==> src/rtl/audio_pkg.sv <==
// Shared types and constants for the audio output path.
package audio_pkg;

    localparam int AUDIO_SAMPLE_W = 16;

    typedef logic [AUDIO_SAMPLE_W-1:0] sample_t;

    typedef enum logic {TX_IDLE, TX_SHIFT} tx_state_t;

endpackage

==> src/rtl/sync_fifo.sv <==
// Synchronous FIFO with registered full/empty/level and a combinational head.
module sync_fifo #(
    parameter int W     = 16,
    parameter int DEPTH = 8
) (
    input  logic                     clk,
    input  logic                     rst,
    input  logic                     push,
    input  logic                     pop,
    input  logic [W-1:0]             wdata,
    output logic [W-1:0]             rdata,
    output logic                     full,
    output logic                     empty,
    output logic [$clog2(DEPTH):0]   level
);

    localparam int AW = $clog2(DEPTH);
    localparam logic [AW:0] FULL_CNT = (AW+1)'(DEPTH);

    logic [W-1:0]  mem [DEPTH];
    logic [AW-1:0] wptr;
    logic [AW-1:0] rptr;
    logic [AW:0]   next_level;
    logic          do_push;
    logic          do_pop;

    // Push uses the registered full, so a write while full is dropped even if a pop frees a slot.
    assign do_push = push && !full;
    assign do_pop  = pop && !empty;
    assign rdata   = mem[rptr];

    always_comb begin
        next_level = level;
        if (do_push && !do_pop) next_level = level + 1'b1;
        if (do_pop && !do_push) next_level = level - 1'b1;
    end

    always_ff @(posedge clk) begin
        if (do_push) mem[wptr] <= wdata;
    end

    always_ff @(posedge clk or posedge rst) begin
        if (rst) begin
            wptr  <= '0;
            rptr  <= '0;
            level <= '0;
            full  <= 1'b0;
            empty <= 1'b1;
        end else begin
            if (do_push) wptr <= wptr + 1'b1;
            if (do_pop)  rptr <= rptr + 1'b1;
            level <= next_level;
            full  <= (next_level == FULL_CNT);
            empty <= (next_level == '0);
        end
    end

endmodule

==> src/rtl/audio_tx_serializer.sv <==
// Tick-driven PCM serializer: FIFO, shift FSM and sticky status flags.
// Optional build macro: AUDIO_TX_HOLD_ON_UNDERRUN_EN (repeat last sample on underrun).
module audio_tx_serializer
    import audio_pkg::*;
#(
    parameter int SAMPLE_W = 16,
    parameter int DEPTH    = 8
) (
    input  logic                     clk,
    input  logic                     rst,
    input  logic                     we_i,
    input  logic [31:0]              wdata_i,
    input  logic                     tick_i,
    input  logic                     clr_i,
    output logic                     full_o,
    output logic                     empty_o,
    output logic [$clog2(DEPTH):0]   level_o,
    output logic                     underrun_o,
    output logic                     overflow_o,
    output logic                     tick_miss_o,
    output logic                     busy_o,
    output logic                     sclk_o,
    output logic                     fs_o,
    output logic                     sdata_o
);

    localparam int CW = $clog2(SAMPLE_W);

    tx_state_t         state;
    logic              phase;
    logic [CW-1:0]     cnt;
    logic [SAMPLE_W-1:0] shreg;
    logic [SAMPLE_W-1:0] head;
    logic [SAMPLE_W-1:0] under_val;
    logic [SAMPLE_W-1:0] load;
    logic              last_bit;
    logic              start;
    logic              pop;

    generate
        if (SAMPLE_W < 32) begin : g_unused
            logic unused_hi;
            assign unused_hi = ^wdata_i[31:SAMPLE_W];
        end
    endgenerate

    sync_fifo #(.W(SAMPLE_W), .DEPTH(DEPTH)) u_fifo (
        .clk   (clk),
        .rst   (rst),
        .push  (we_i),
        .pop   (pop),
        .wdata (wdata_i[SAMPLE_W-1:0]),
        .rdata (head),
        .full  (full_o),
        .empty (empty_o),
        .level (level_o)
    );

    // A tick on the final edge of a frame starts the next one back to back.
    assign last_bit = (state == TX_SHIFT) && phase && (cnt == '0);
    assign start    = tick_i && ((state == TX_IDLE) || last_bit);
    assign pop      = start && !empty_o;
    assign load     = empty_o ? under_val : head;

`ifdef AUDIO_TX_HOLD_ON_UNDERRUN_EN
    logic [SAMPLE_W-1:0] last_sample;

    always_ff @(posedge clk or posedge rst) begin
        if (rst)      last_sample <= '0;
        else if (pop) last_sample <= head;
    end

    assign under_val = last_sample;
`else
    assign under_val = '0;
`endif

    always_ff @(posedge clk or posedge rst) begin
        if (rst) begin
            state   <= TX_IDLE;
            phase   <= 1'b0;
            cnt     <= '0;
            shreg   <= '0;
            busy_o  <= 1'b0;
            sclk_o  <= 1'b0;
            fs_o    <= 1'b0;
            sdata_o <= 1'b0;
        end else if (start) begin
            state   <= TX_SHIFT;
            phase   <= 1'b0;
            cnt     <= CW'(SAMPLE_W-1);
            shreg   <= load;
            busy_o  <= 1'b1;
            sclk_o  <= 1'b0;
            fs_o    <= 1'b1;
            sdata_o <= load[SAMPLE_W-1];
        end else if (state == TX_SHIFT) begin
            if (!phase) begin
                phase  <= 1'b1;
                sclk_o <= 1'b1;
            end else if (cnt == '0) begin
                state   <= TX_IDLE;
                phase   <= 1'b0;
                busy_o  <= 1'b0;
                sclk_o  <= 1'b0;
                fs_o    <= 1'b0;
                sdata_o <= 1'b0;
            end else begin
                phase   <= 1'b0;
                cnt     <= cnt - 1'b1;
                shreg   <= shreg << 1;
                sclk_o  <= 1'b0;
                fs_o    <= 1'b0;
                sdata_o <= shreg[SAMPLE_W-2];
            end
        end
    end

    // Sticky flags: a new event wins over a simultaneous clear.
    always_ff @(posedge clk or posedge rst) begin
        if (rst) begin
            underrun_o  <= 1'b0;
            overflow_o  <= 1'b0;
            tick_miss_o <= 1'b0;
        end else begin
            underrun_o  <= (start && empty_o) || (underrun_o && !clr_i);
            overflow_o  <= (we_i && full_o) || (overflow_o && !clr_i);
            tick_miss_o <= (tick_i && !start) || (tick_miss_o && !clr_i);
        end
    end

endmodule

==> config.mk <==
export PLATFORM = sky130hd
export DESIGN_NAME = audio_tx_serializer
export DESIGN_NICKNAME = d
export VERILOG_FILES = /design/src/rtl/audio_pkg.sv /design/src/rtl/sync_fifo.sv /design/src/rtl/audio_tx_serializer.sv
export SDC_FILE = /design/constraint.sdc
export NUM_CORES = 1
export LEC_CHECK = 0
export BUFFER_PORTS_ARGS = -buffer_cell sky130_fd_sc_hd__buf_4
export CAP_MARGIN = 20
export CORE_MARGIN = 3
export CORE_UTILIZATION = 44
export CTS_CLUSTER_DIAMETER = 200
export DETAILED_ROUTE_END_ITERATION = 10
export SLEW_MARGIN = 25
export SYNTH_ARGS = -nofsm -noshare
export SYNTH_HDL_FRONTEND = slang
export SYNTH_SLANG_ARGS = --single-unit
==> constraint.sdc <==
create_clock -name clk -period 7.3 [get_ports clk]
set_clock_uncertainty 0.15 [all_clocks]
set_input_delay 2.19 -clock clk [delete_from_list [all_inputs] [get_ports clk]]
set_output_delay 2.19 -clock clk [all_outputs]
set_load 0.03 [all_outputs]
Yosys cells after proc, flatten, opt, wreduce, memory -nomap -nowiden
Memory sizes are Yosys's and may differ from the RTL's.
Cells that the tools add are included.
Word-level totals
  bits in registers: 39
  bits in latches: 0
  RAM bits: 128
  ROM bits: 0
  input bits: 37
  output and inout port bits: 13
  word-level logic and storage cells: 87
  memories kept: 1
Operators by class
  add/sub/neg operators: 5
  multipliers: 0
  div/mod/pow operators: 0
  $lt $le $gt $ge: 0
  equal/unequal tests: 2
  shift-type cells: 0
  multiplexer cells: 31
  bitwise operators: 1
  reductions and logical operators: 32
Memories
  u_fifo.mem: depth 8, bits a word 16, read ports 1, clocked after memory_dff 0, wr ports 1, line sync_fifo.sv:20  | logic [W-1:0] mem [DEPTH];
Operators with widths (count)
  $mux 15: 4
  $mux 4: 6
  $mux 1: 20
  $mux 16: 1
  $logic_and 1x1->1: 14
  $logic_not 4->1: 2
  $sub 4x1->4 const B: 2
  $add 3x1->3 const B: 2
  $logic_not 1->1: 6
  $reduce_and 3->1: 2
  $reduce_bool 2->1: 3
  $add 4x1->4 const B: 1
  $eq 4x4->1 const B: 1
  $logic_or 1x1->1: 4
  $ne 2x2->1 const B: 1
  $reduce_and 2->1: 1
  $not 1->1: 1

Longest topological paths before layout
  word-level depth: 11
  mapped depth: 8

Cells and area by module
A second synthesis with hierarchy kept.
Unflattened totals
  cell total of the unflattened synthesis: 383
  area total of the unflattened synthesis: 6879.1 um^2
By module, submodules not included
  sync_fifo: times used 1, cells an instance 265, area each 5559.1 um^2, sequential area each 4145.2 um^2
  audio_tx_serializer: times used 1, cells an instance 118, area each 1320.0 um^2, sequential area each 675.6 um^2

Least setup slack after synthesis
OpenSTA, ideal clock, no wires.
  path kind: in2reg
  from: in we_i
  to: mem u_fifo.mem[0][0], enable pin
  arrival: 4220 ps
  required time: 6720 ps
  setup slack: 2500 ps
  stages on the path: 3
  cell sequence: or2b_1 -> clkbuf_1 -> nor4_1
On the way
  word-level cells in the longest chain between the ends: 3
RTL lines
  start, declared: line audio_tx_serializer.sv:11  | input logic we_i,
  $logic_and 1x1->1: line sync_fifo.sv:28  | assign do_push = push && !full;
  $mux 1: line sync_fifo.sv:39  | if (do_push) mem[wptr] <= wdata;
  $mux 1 (not written as such): line sync_fifo.sv:39
  end, declared: line sync_fifo.sv:20
No other way between the ends.

Worst setup path in the final report
  from: in we_i
  to: mem u_fifo.mem[7][12], enable pin
Same word-level chain as after synthesis.

==> results.txt <==
The root buffer cell chosen for the clock tree is sky130_fd_sc_hd__clkbuf_16. The startpoint of the most critical hold path was tick_miss_o. The initial core utilization was 0.4503; the initial antenna violation count was 0. The pre-antenna-repair detailed-routing pass consisted of 4 iterations. The share of the cycle needed by the critical path after routing is 0.5669. Traced cell by cell, the critical path runs through buf_4 > nor2b_1 > nand2_1 > nor2_1 > buf_4. The flow ran to the end, and the final reports show no timing, DRC or antenna violations. Setup repair after global routing left no endpoint under its margin. The area of the core is 15,260 µm², and the site row count is 45. The share of the yosys chip area belonging to registers came out at 0.7016. The most used flip-flop cell after synthesis is sky130_fd_sc_hd__edfxtp_1.

The floorplan step defined a die boundary enclosing 17,150 µm². Summed over all cells, the static leakage comes to 2.866 nW. The die width works out to 131.0 µm. The vertical extent of the die came out at 131.0 µm. The post-route minimum period was 4.138 ns.

Most common cell after layout, fill and taps aside: sky130_fd_sc_hd__edfxtp_1. Maximum number of pins on one net before global-route repair: 63. The critical path class is input pin to flop.

The share of cells above drive strength 1 is 0.1818. Of all cell types, the one taking the most synthesized area is sky130_fd_sc_hd__edfxtp_1. Dividing the detail-routed wire length by the instance count gives 18.18 µm.

The worst hold path stage count works out to 1. Yosys printed 0 warnings. The library cells used most frequently in the layout, excluding fill and tap cells, are sky130_fd_sc_hd__edfxtp_1, sky130_fd_sc_hd__mux2i_1, sky130_fd_sc_hd__buf_4.

Wire length after detailed routing: 13.04 mm. In this run, synthesis inferred 128 flip-flops with an integrated enable. Global routing finished with a remaining overflow of 0. For this design, the slowest cell found on the critical path is sky130_fd_sc_hd__nor2_1.

The count of max-cap constraint violations was 0; the endpoint required time on the critical path was 7.27 ns. In this design, the stage delay of the slowest critical-path cell is 0.74 ns. In this run the worst path has a maximum fanout of 9.

The clock slew at the register clock pins of the worst setup and hold paths was 0.06 ns; the number of routed nets with antenna violations was 0. The logs give 177.1 µV for the maximum vdd drop and 17 for the number of buffers added by the clock tree synthesis step. In this run the deepest clock path goes through 2 buffers. The tools report the final number of max-transition violations as 0. At the end of the flow, the number of nets in the layout was 535.

The tools report the number of distinct library cells after synthesis as 49. For hold timing, the worst endpoint is tick_miss_o. The endpoint identified for the worst register-to-register timing path is u_fifo.mem[7][12]. Pin placement for this block handled 50 I/O pins. The worst hold path belongs to the class flop to flop.

The H-tree was split into 4 levels. The arrival time of the worst setup path is 4.11 ns, and the count of final setup violators is 0. Detailed placement finished with a half-perimeter wire length of 7.510 mm.

Routed via count: 3,779. The normalized max-slew margin came out at 0.3798. Ranked by total cell area, the synthesized netlist is headed by sky130_fd_sc_hd__edfxtp_1, sky130_fd_sc_hd__dfrtp_1, sky130_fd_sc_hd__mux2i_1.

The startpoint of the worst-slack reg-to-reg timing path was u_fifo.full. A synthesized cell averages 15.27 µm². TritonCTS built the clock tree.

Power spread over the standard cell area amounts to 380.7 nW/µm². Among the stages of the critical path, the cell type that occurs most often is sky130_fd_sc_hd__buf_4. The first global-routing pass estimated 20.40 mm of wire.

Using the TritonRoute via totals, the vias-per-cell ratio works out to 5.271. The run gives 0 as the residual DRC count. Input and output buffers added on the ports amount to 33. The overall global routing resource usage is 0.1632, and the final total negative setup slack is 0 ns. The run gives 1,243 as the number of fill cells.

The congestion estimate from routability-driven global placement came to 0.7058. Synthesis produced a netlist with a net count of 492. The logs give 263 for the number of DRC violations after detailed-routing iteration 0 and 241.6 MHz for the fmax. The cell count of the worst reg-to-reg path is 4.

Synthesis handed over a netlist of 450 instances. Summing all multi-input logic gate instances after layout gives 1897 µm². At the later pin of the worst-skew pair, clock insertion delay measures 0.42 ns. The via count of the first global-routing pass is 3,641, and the transition time at the pin with the least slew margin is 0.9302 ns.

The async set or reset register ratio after synthesis is 0.2335, and the top-area cell type share of the netlist area is 0.5594. In this run the post-CTS setup repair buffer count came out at 0. The synthesized netlist occupies a cell area of 6872 µm². The logs give 0 for the number of antenna diodes and 0 for the number of endpoints with negative hold slack in the final report. The minimum setup slack among reg-to-reg paths is 4.63 ns. The worst setup path is captured at a flop. Across the whole layout, storage elements account for 4825 µm². Compared with the post-synthesis result, the final layout area differs by 16.15%.

The tools report the number of buffers added to fix hold violations after cts as 0. Quantity of gates resized following cts: 0. The synthesized design contains 167 register bits. Clock tree synthesis found a total of 167 sinks. For the utilization after layout, the log shows 0.5231. Type of origin of the critical path: an input pin.
logic make-up (layout without fill, tap and decap cells):
kind of cell	after synthesis	after routing	synth area share
simple gates	88	88	0.06719
xor+xnor	10	10	0.01275
mux	63	63	0.09905
compound gates	82	82	0.08413
flops	167	167	0.7016
buf+inv	35	91	0.02622
fa+ha+maj	5	5	0.009104
critical path: cells and delay by family:
family,cells,cell delay [ns]
simple gates,3,1.47
buf+inv,2,0.45
layer usage:
metal	part of all wire	routed length [µm]	global-route usage	vias to the layer above
li1	-	-	-	1804
met4	0.0091	118	0.04779	0
met2	0.50	6454	0.2679	79
met1	0.45	5878	0.2146	1884
met5	0	0	0	-
met3	0.045	586	0.04350	12
power breakdown:
| part | switching (mW) | leakage (nW) | internal (mW) |
|---|---|---|---|
| Clock | 0.338 | 0.279 | 0.541 |
| Combinational | 0.441 | 0.984 | 0.337 |
| Sequential | 0.157 | 1.60 | 1.22 |
Yosys cell counts, types with 2 or more instances:
| cell | number |
|---|---|
| sky130_fd_sc_hd__edfxtp_1 | 128 |
| sky130_fd_sc_hd__mux2i_1 | 59 |
| sky130_fd_sc_hd__dfrtp_1 | 38 |
| sky130_fd_sc_hd__nor2_1 | 30 |
| sky130_fd_sc_hd__a22oi_1 | 28 |
| sky130_fd_sc_hd__a21oi_1 | 19 |
| sky130_fd_sc_hd__nand2_1 | 16 |
| sky130_fd_sc_hd__nand3_1 | 15 |
| sky130_fd_sc_hd__o21bai_1 | 15 |
| sky130_fd_sc_hd__inv_1 | 11 |
| sky130_fd_sc_hd__xnor2_1 | 9 |
| sky130_fd_sc_hd__buf_2 | 8 |
| sky130_fd_sc_hd__nor3_1 | 8 |
| sky130_fd_sc_hd__clkbuf_1 | 7 |
| sky130_fd_sc_hd__buf_4 | 6 |
| sky130_fd_sc_hd__a31oi_1 | 5 |
| sky130_fd_sc_hd__ha_1 | 5 |
| sky130_fd_sc_hd__mux4_2 | 4 |
| sky130_fd_sc_hd__nor2b_1 | 4 |
| sky130_fd_sc_hd__a22o_1 | 2 |
| sky130_fd_sc_hd__buf_6 | 2 |
| sky130_fd_sc_hd__nand2b_1 | 2 |
| sky130_fd_sc_hd__o21ai_0 | 2 |
| sky130_fd_sc_hd__o221ai_1 | 2 |
cell type report:
class                           instances  share of cell area
Timing Repair Buffer                   48             0.04672
Inverter                               11            0.005173
Clock buffer                           21             0.05644
Sequential cell                       167              0.6045
Multi-Input combinational cell        248              0.2377
Clock inverter                         11             0.01646
Tap cell                              211             0.03308
how the worst max path moves through the flow:
| stage | start | to | slack, ns |
|---|---|---|---|
| floorplan | we_i | u_fifo.mem[0][0] | 2.50 |
| global placement | we_i | u_fifo.mem[7][13] | 2.71 |
| detailed placement | we_i | u_fifo.mem[7][13] | 2.65 |
| CTS | we_i | u_fifo.mem[7][11] | 3.10 |
| global route | we_i | u_fifo.mem[7][12] | 2.95 |
| finish | we_i | u_fifo.mem[7][12] | 3.16 |
state kept, by name (all words and copies together) (netlist names), 3 cells and up:
signal and count:
u_fifo.mem 128, u_fifo.level 4, cnt 4, shreg 15
u_fifo.rptr 3, u_fifo.wptr 3
through the flow:
step / std cells / total power, mW / setup WS, ns / cell area [µm²] / hold slack [ns]
2_1_floorplan: 450 / 1.956 / 2.500 / 6872 / 0.3221
3_3_place_gp: 684 / 2.156 / 2.712 / 7380 / 0.3248
3_5_place_dp: 684 / 2.185 / 2.649 / 7380 / 0.3270
4_1_cts: 716 / 3.066 / 3.097 / 7961 / 0.3434
5_1_grt: 717 / 3.203 / 2.953 / 7981 / 0.3738
6_report: 717 / 3.038 / 3.162 / 7981 / 0.3419
(Power assumes the default switching activity.)
